## src/rtl/pdl_pkg.sv

```systemverilog
// Shared types and constants for the PDL scratch RAM port-A sequencer.
// Geometry, sequencer states and requester ids live here so every PDL block agrees on them.
package pdl_pkg;

    localparam int PDL_AW    = 10;
    localparam int PDL_DW    = 32;
    localparam int PDL_DEPTH = 1024;

    typedef enum logic {
        INIT = 1'b0,
        RUN  = 1'b1
    } arb_state_t;

    // Identifies which requester owns the read currently returning from the RAM.
    typedef enum logic {
        REQ_CPU = 1'b0,
        REQ_SPY = 1'b1
    } req_id_t;

    typedef struct packed {
        logic              we;
        logic [PDL_AW-1:0] addr;
        logic [PDL_DW-1:0] wdata;
    } ram_req_t;

endpackage

```

## src/rtl/pdl_arb_starve.sv

```systemverilog
// Two-way picker: CPU has priority, but SPY wins a contention once it has been
// denied STARVE_LIMIT consecutive cycles. Grants are combinational.
module pdl_arb_starve
    import pdl_pkg::*;
#(
    parameter int STARVE_LIMIT = 4
) (
    input  logic clk_a,
    input  logic reset,
    input  logic en_i,
    input  logic cpu_req_i,
    input  logic spy_req_i,
    output logic cpu_gnt_o,
    output logic spy_gnt_o
);

    localparam logic [3:0] LIMIT = 4'(STARVE_LIMIT);

    logic [3:0] spy_wait_q;
    logic [3:0] spy_wait_d;
    logic       spy_wins;

    assign spy_wins  = spy_req_i && (!cpu_req_i || (spy_wait_q == LIMIT));
    assign cpu_gnt_o = en_i && cpu_req_i && !spy_wins;
    assign spy_gnt_o = en_i && spy_wins;

    // Ages only while SPY is actually left waiting; any grant or idle cycle restarts it.
    always_comb begin
        spy_wait_d = 4'd0;
        if (spy_req_i && !spy_gnt_o) begin
            spy_wait_d = (spy_wait_q == LIMIT) ? spy_wait_q : spy_wait_q + 4'd1;
        end
    end

    always_ff @(posedge clk_a) begin
        if (reset) begin
            spy_wait_q <= 4'd0;
        end else begin
            spy_wait_q <= spy_wait_d;
        end
    end

endmodule

```

## src/rtl/pdl_ram_arbiter.sv

```systemverilog
// Port-A sequencer for the 1kx32 PDL scratch RAM: zeroing sweep after reset, then
// one CPU/SPY access per cycle with one-cycle read return steered to the winner.
module pdl_ram_arbiter
    import pdl_pkg::*;
#(
    parameter int STARVE_LIMIT   = 4,
    parameter int CLEAR_ON_RESET = 1
) (
    input  logic              clk_a,
    input  logic              reset,
    input  logic              cpu_req,
    input  logic              cpu_we,
    input  logic [PDL_AW-1:0] cpu_addr,
    input  logic [PDL_DW-1:0] cpu_wdata,
    output logic              cpu_gnt,
    output logic              cpu_rvalid,
    output logic [PDL_DW-1:0] cpu_rdata,
    input  logic              spy_req,
    input  logic              spy_we,
    input  logic [PDL_AW-1:0] spy_addr,
    input  logic [PDL_DW-1:0] spy_wdata,
    output logic              spy_gnt,
    output logic              spy_rvalid,
    output logic [PDL_DW-1:0] spy_rdata,
    output logic              init_busy,
    output logic [PDL_AW-1:0] ram_address,
    output logic [PDL_DW-1:0] ram_data,
    output logic              ram_wren,
    output logic              ram_rden,
    input  logic [PDL_DW-1:0] ram_q
);

    localparam arb_state_t        RESET_STATE = (CLEAR_ON_RESET != 0) ? INIT : RUN;
    localparam logic [PDL_AW-1:0] LAST_ADDR   = PDL_AW'(PDL_DEPTH - 1);

    arb_state_t        state_q;
    logic [PDL_AW-1:0] clr_cnt_q;
    logic              init_busy_q;
    logic              rd_valid_q;
    logic              rd_valid_d;
    req_id_t           rd_sel_q;
    req_id_t           rd_sel_d;
    logic              arb_en;
    ram_req_t          cpu_r;
    ram_req_t          spy_r;
    ram_req_t          win_r;

    assign arb_en = (state_q == RUN) && !reset;
    assign cpu_r  = '{we: cpu_we, addr: cpu_addr, wdata: cpu_wdata};
    assign spy_r  = '{we: spy_we, addr: spy_addr, wdata: spy_wdata};

    pdl_arb_starve #(
        .STARVE_LIMIT(STARVE_LIMIT)
    ) u_starve (
        .clk_a     (clk_a),
        .reset     (reset),
        .en_i      (arb_en),
        .cpu_req_i (cpu_req),
        .spy_req_i (spy_req),
        .cpu_gnt_o (cpu_gnt),
        .spy_gnt_o (spy_gnt)
    );

    always_ff @(posedge clk_a) begin
        if (reset) begin
            state_q     <= RESET_STATE;
            clr_cnt_q   <= '0;
            init_busy_q <= (CLEAR_ON_RESET != 0);
        end else begin
            case (state_q)
                INIT: begin
                    clr_cnt_q <= clr_cnt_q + 1'b1;
                    if (clr_cnt_q == LAST_ADDR) begin
                        state_q     <= RUN;
                        init_busy_q <= 1'b0;
                    end
                end
                RUN: begin
                    init_busy_q <= 1'b0;
                end
                default: begin
                    state_q     <= RESET_STATE;
                    init_busy_q <= (CLEAR_ON_RESET != 0);
                end
            endcase
        end
    end

    // The sweep owns the port in INIT; otherwise the winner drives it. Idle cycles drive zeros.
    always_comb begin
        win_r       = cpu_r;
        ram_wren    = 1'b0;
        ram_rden    = 1'b0;
        ram_address = '0;
        ram_data    = '0;
        if (!reset) begin
            if (state_q == INIT) begin
                ram_wren    = 1'b1;
                ram_address = clr_cnt_q;
            end else if (cpu_gnt || spy_gnt) begin
                win_r       = spy_gnt ? spy_r : cpu_r;
                ram_wren    = win_r.we;
                ram_rden    = !win_r.we;
                ram_address = win_r.addr;
                ram_data    = win_r.wdata;
            end
        end
    end

    assign rd_valid_d = (cpu_gnt && !cpu_we) || (spy_gnt && !spy_we);
    assign rd_sel_d   = spy_gnt ? REQ_SPY : REQ_CPU;

    always_ff @(posedge clk_a) begin
        if (reset) begin
            rd_valid_q <= 1'b0;
            rd_sel_q   <= REQ_CPU;
        end else begin
            rd_valid_q <= rd_valid_d;
            rd_sel_q   <= rd_sel_d;
        end
    end

    // RAM output register already provides the latency; data passes straight through.
    assign cpu_rvalid = rd_valid_q && (rd_sel_q == REQ_CPU) && !reset;
    assign spy_rvalid = rd_valid_q && (rd_sel_q == REQ_SPY) && !reset;
    assign cpu_rdata  = ram_q;
    assign spy_rdata  = ram_q;
    assign init_busy  = init_busy_q;

endmodule

```

## config.mk

```make
export PLATFORM = sky130hd
export DESIGN_NAME = pdl_ram_arbiter
export DESIGN_NICKNAME = d
export VERILOG_FILES = /design/src/rtl/pdl_pkg.sv /design/src/rtl/pdl_arb_starve.sv /design/src/rtl/pdl_ram_arbiter.sv
export SDC_FILE = /design/constraint.sdc
export NUM_CORES = 1
export LEC_CHECK = 0
export ABC_CLOCK_PERIOD_IN_PS = 1550
export BUFFER_PORTS_ARGS = -buffer_cell sky130_fd_sc_hd__buf_2
export CAP_MARGIN = 20
export CORE_ASPECT_RATIO = 0.8
export CORE_MARGIN = 4
export CORE_UTILIZATION = 32
export CTS_BUF_LIST = sky130_fd_sc_hd__clkbuf_8
export DETAILED_ROUTE_END_ITERATION = 7
export PLACE_DENSITY = 0.9
export SLEW_MARGIN = 15
export SYNTH_ARGS = -nofsm -noshare
export SYNTH_HDL_FRONTEND = slang
export SYNTH_SLANG_ARGS = --single-unit
```

## constraint.sdc

```tcl
create_clock -name clk_a -period 1.55 [get_ports clk_a]
set_input_delay 0.155 -clock clk_a [delete_from_list [all_inputs] [get_ports clk_a]]
set_output_delay 0.155 -clock clk_a [all_outputs]
set_load 0.03 [all_outputs]
```

## Word level (Yosys, flattened, before mapping)

Cells that the tools add are included.

- Flip-flop bits (word level): 18
- Bits in latches: 0
- RAM bits: 0
- Memory bits (read-only): 0
- Input bits: 122
- Output and inout port bits: 113
- Word-level logic and storage cells: 55
- Memories: 0

- Add/sub/neg operators: 2
- $mul: 0
- Divide/modulo/power cells: 0
- Order comparisons: 0
- Eq/ne operators: 3
- Shift-type cells: 0
- Mux-type cells: 18
- Bitwise gates (word level): 3
- Reductions and logical operators: 23

Operator list:

| operator | count |
|---|---|
| two-way mux 32 bit | 3 |
| two-way mux 43 bit | 1 |
| two-way mux 10 bit | 3 |
| logical AND 1 bit | 12 |
| adder 10 x 1 -> 10 bit, second input constant | 1 |
| == test 10 bit, second input constant | 1 |
| two-way mux 1 bit | 10 |
| logical NOT 1 bit | 7 |
| adder 4 x 1 -> 4 bit, second input constant | 1 |
| == test 4 x 3 -> 1 bit, second input constant | 1 |
| logical OR 1 bit | 3 |
| NOT 1 bit | 3 |
| inequality test 2 bit, second input constant | 1 |
| case mux 1 bit (2 select lines) | 1 |
| OR reduction 2 bit | 1 |

## Longest topological paths before layout

- Depth after elaboration: 9
- Depth in mapped cells: 7
- Gate-level depth less buffers: 5

## Hierarchy

Synthesis repeated with hierarchy kept, for this count alone.

- Cell total of the unflattened synthesis: 266
- Area total of the unflattened synthesis: 2047.0 µm²

By module, submodules not included:

| module | times used | cells an instance | area each (µm²) | sequential area each (µm²) |
|---|---|---|---|---|
| pdl_ram_arbiter | 1 | 239 | 1798.0 | 280.3 |
| pdl_arb_starve | 1 | 27 | 249.0 | 80.1 |

## Worst setup path after synthesis

OpenSTA, ideal clock, no wires.

- Kind: reg-to-output
- From: register u_starve.spy_wait_q[0]
- To: output ram_address[0]
- Arrival: 1.879 ns
- Data required time: 1.395 ns
- Setup slack: -0.484 ns
- Stages on the path, launching flop included: 7
- Buffers on the path: 1
- Cells stage by stage: dfxtp_1 -> inv_1 -> ha_1 -> and3b_1 -> buf_2 -> o211ai_1 -> a311oi_1

- Cells in the longest elaborated chain, start to end: 9
- Elaborated cells on any way between the ends: 11
- Those cells by class: 1 x eq/ne; 4 x mux; 6 x reduce/logical

RTL lines:

| what | RTL line | source |
|---|---|---|
| from (decl) | pdl_arb_starve.sv:19 | `logic [3:0] spy_wait_q;` |
| from (signal assigned) | pdl_arb_starve.sv:39 | `spy_wait_q <= spy_wait_d;` |
| == test 4 x 3 -> 1 bit (*) | pdl_arb_starve.sv:23 | `assign spy_wins = spy_req_i && (!cpu_req_i \|\| (spy_wait_q == LIMIT));` |
| logical OR 1 bit (*) | pdl_arb_starve.sv:23 |  |
| logical AND 1 bit (*) | pdl_arb_starve.sv:23 |  |
| logical NOT 1 bit | pdl_arb_starve.sv:24 | `assign cpu_gnt_o = en_i && cpu_req_i && !spy_wins;` |
| logical AND 1 bit | pdl_arb_starve.sv:24 |  |
| logical OR 1 bit | pdl_ram_arbiter.sv:100 | `end else if (cpu_gnt \|\| spy_gnt) begin` |
| two-way mux 10 bit (*) | pdl_ram_arbiter.sv:100 |  |
| two-way mux 10 bit (*) | pdl_ram_arbiter.sv:97 | `if (state_q == INIT) begin` |
| two-way mux 10 bit (*) | pdl_ram_arbiter.sv:96 | `if (!reset) begin` |
| to (decl) | pdl_ram_arbiter.sv:26 | `output logic [PDL_AW-1:0] ram_address,` |

Every way passes the cells marked *; elsewhere a longest branch is shown, timed or not.

## Final worst setup path

- From: register u_starve.spy_wait_q[0]
- To: output ram_data[24]

- Cells in the longest elaborated chain, start to end: 9
- Elaborated cells on any way between the ends: 11
- Those cells by class: 1 x eq/ne; 4 x mux; 6 x reduce/logical

RTL lines:

| what | RTL line | source |
|---|---|---|
| == test 4 x 3 -> 1 bit (*) | pdl_arb_starve.sv:23 |  |
| logical OR 1 bit (*) | pdl_arb_starve.sv:23 |  |
| logical AND 1 bit (*) | pdl_arb_starve.sv:23 |  |
| logical NOT 1 bit | pdl_arb_starve.sv:24 |  |
| logical AND 1 bit | pdl_arb_starve.sv:24 |  |
| logical OR 1 bit | pdl_ram_arbiter.sv:100 |  |
| two-way mux 32 bit (*) | pdl_ram_arbiter.sv:100 |  |
| two-way mux 32 bit (*) | pdl_ram_arbiter.sv:97 |  |
| two-way mux 32 bit (*) | pdl_ram_arbiter.sv:96 |  |
| to (decl) | pdl_ram_arbiter.sv:27 | `output logic [PDL_DW-1:0] ram_data,` |

Marks and branches as above.

==> results.ini <==
[global_routing]
busiest_layer=met2
use_met1=0.235
antenna_found_initial=1
gr-total-overflow=0
grt_pass1_wl_um=13300
grt_max_degree=44
use_met3=0.0395
grt.met2_usage=0.371
grt_usage=0.202
first_global_vias=2675

[cts]
cts-root-buf=clkbuf_8
clk_pin_slew_ns=0.06
cts_buffer_depth=2
clock-sinks=18
htree_levels=1
cts_hold_buf=0
insertion_delay_ns=0.25
numCtsBuffers=3
cts_tree=done

[critical_path]
rrSetupSlack_ns=0.07
cpPeakStageDelay_ns=0.32
crit_arrival_ns=1.79
cp.required_ns=1.39
worstSetupPathType=reg2out
worst-path-buf-inv=4
critical-path-top-delay-family=buffers and inverters
worstReg2RegEnd=rd_valid_q$_SDFF_PP0_
worst-r2r-cell-count=7
endpoint_kind=primary output
setup.worst_path.start_class=register
crit_slowest_cell=dfxtp_2
r2r_start=u_starve.spy_wait_q[0]$_SDFFE_PP0N_
crit_fanout=7
path_cells=inv_2 -> ha_4 -> and3b_2 -> o21ai_4 -> buf_12 -> buf_16 -> o22ai_4 -> buf_6

[sta]
clock_skew_ns=0.00469
rsz0062_at_grt=yes
relSlewSlack=0.749
tightest_slew_ns=0.377
tns_ns=-16.58
layout_setup_ws_ns=-0.392
period_needed_ns=1.94
hold_viol=0
period_share=1.25
fmax_mhz=515
drv_slew=0
setup_violations=46

[synth]
netlist_top_cells_area=buf_4, dfxtp_1, nand2_1
synth_common_cells=nand2_1, buf_4, o22ai_1
synth_edf_count=0
ys_warn_count=0
synth_area_sq_um=2150
synth-seq-cells=18
syn_nets=444
netlist.area_leader.share=0.223
synth_cells=319
synthFlopType=dfxtp_1
yosysTopAreaCell=buf_4
synth_cell_types=39
yosysSeqAreaShare=0.167
synthArstFlopShare=0
yosysMostFrequentCell=nand2_1
avgSynthCellArea_sq_um=6.75

[power]
vdd_drop_max_uv=283
total_power_mw=1.36
p_per_area_nw_per_um2=353
leakagePower_nw=1.41

[final_layout]
fin_util=0.595
finalNetCount=543
layout-drive-gt1-share=0.595
nFillCells=510
ff_latch_area_sq_um=365
area_delta_synth_final_pct=79.0
multi_input_area_sq_um=1870
instances_no_fill=502

[place]
dp_hpwl_um=6690
numPortBuffers=138
place_inst=486
pre_cts_slack_ns=-0.238
gp_congestion=0.850

[hold_path]
holdPathEnd=rd_valid_q$_SDFF_PP0_
hp-start=cpu_we
hold_path.class=in2reg
holdPathStages=2

[floorplanning]
ios=235
die_w_um=99.7
row_count=26
coreArea_sq_um=6470
start_util=0.333
fp.dieArea_sq_um=8110
die_y_um=81.4

[drt]
drc=0
wl_per_cell_um=18.0
routed_wl_um=9010
detail-route-antenna-nets=0
dr.first_iter.drc_count=63
dr.pass1.iters=4
vias_per_cell=5.25
vias=2637

[status]
violations=negative setup slack
status=finished, violations left

[run]
max-cap-violations=0

cells by family after synthesis:
group	count (synthesis)	share of synthesized area
AOI/OAI and AO/OA	66	0.214
muxes	3	0.0139
adders and majority gates	3	0.0174
buffers and inverters	90	0.275
DFF	18	0.167
and+or+nand+nor	133	0.288
xor gates and xnor gates	6	0.0244
metrics by stage:
step | cell area, sq um | hold slack (ns)
detailed placement | 3190 | 0.310
global route | 3850 | 0.179
floorplan | 2730 | 0.273
finish | 3850 | 0.185
global placement | 3190 | 0.310
CTS | 3610 | 0.179
worst reg2reg max path, cell delays in order, from the launching register on:
cell	delay [ns]
dfxtp_2	0.33
inv_2	0.05
ha_4	0.16
and3b_2	0.24
o21ai_4	0.19
buf_4	0.16
buf_6	0.13
o32ai_1	0.10
layout make-up:
| class | instances | share of cell area |
|---|---|---|
| well taps | 84 | 0.0273 |
| inverters | 4 | 0.00389 |
| flip-flops and latches | 18 | 0.0948 |
| repair buffers | 180 | 0.374 |
| multi-input cells | 211 | 0.485 |
| clock buffers | 4 | 0.0143 |
| diodes | 1 | 0.000649 |
per-layer routing:
| layer | vias up | part of all wire |
|---|---|---|
| met5 | - | 0 |
| met4 | 0 | 0.023 |
| met3 | 21 | 0.060 |
| met2 | 121 | 0.54 |
| met1 | 1246 | 0.37 |
| li1 | 1249 | - |
sequential cells by signal (all words and copies together) (netlist names):
name / flops
init_busy: 1
rd_valid_q: 1
rd_sel_q: 1
clr_cnt_q: 10
state_q: 1
u_starve.spy_wait_q: 4
power breakdown:
part	internal (mW)	total, mW	leakage (nW)	switching [mW]
combinational	0.248	0.494	1.23	0.245
sequential	0.476	0.487	0.148	0.0113
clock	0.225	0.379	0.0288	0.154
worst max path at each step:
stage	from	endpoint	depth (start not counted)	slack [ns]
2_1_floorplan	u_starve.spy_wait_q[0]$_SDFFE_PP0N_	ram_data[2]	6	-0.16
3_3_place_gp	u_starve.spy_wait_q[0]$_SDFFE_PP0N_	ram_address[8]	7	-0.17
3_5_place_dp	u_starve.spy_wait_q[0]$_SDFFE_PP0N_	ram_address[9]	7	-0.24
4_1_cts	u_starve.spy_wait_q[1]$_SDFFE_PP0N_	ram_data[3]	8	-0.40
5_1_grt	u_starve.spy_wait_q[0]$_SDFFE_PP0N_	ram_data[24]	8	-0.46
6_report	u_starve.spy_wait_q[0]$_SDFFE_PP0N_	ram_data[24]	8	-0.39
layout by cell type, fill, tap and decap left out, types with 3 or more instances in the layout:
master    count
nor2_1       12
nand3_1      12
nand4b_1      3
o21ai_0       4
o211ai_1      3
buf_4        34
buf_2        93
dfxtp_2       4
buf_12        7
xnor2_1       3
o22ai_4      32
buf_6        41
nand2_1      84
mux2i_1       3
dfxtp_1      14
clkbuf_8      4
xor2_1        3
nor2_4        3
a21oi_1       5
o221ai_4      6
timing repair:
action,4_1_cts,5_1_grt
pin swaps,11,19
buffers inserted,6,1
resized for setup,80,35
setup endpoints to repair,46,47
gates cloned,2,2
Note: power is estimated with default switching activity, not from simulation.
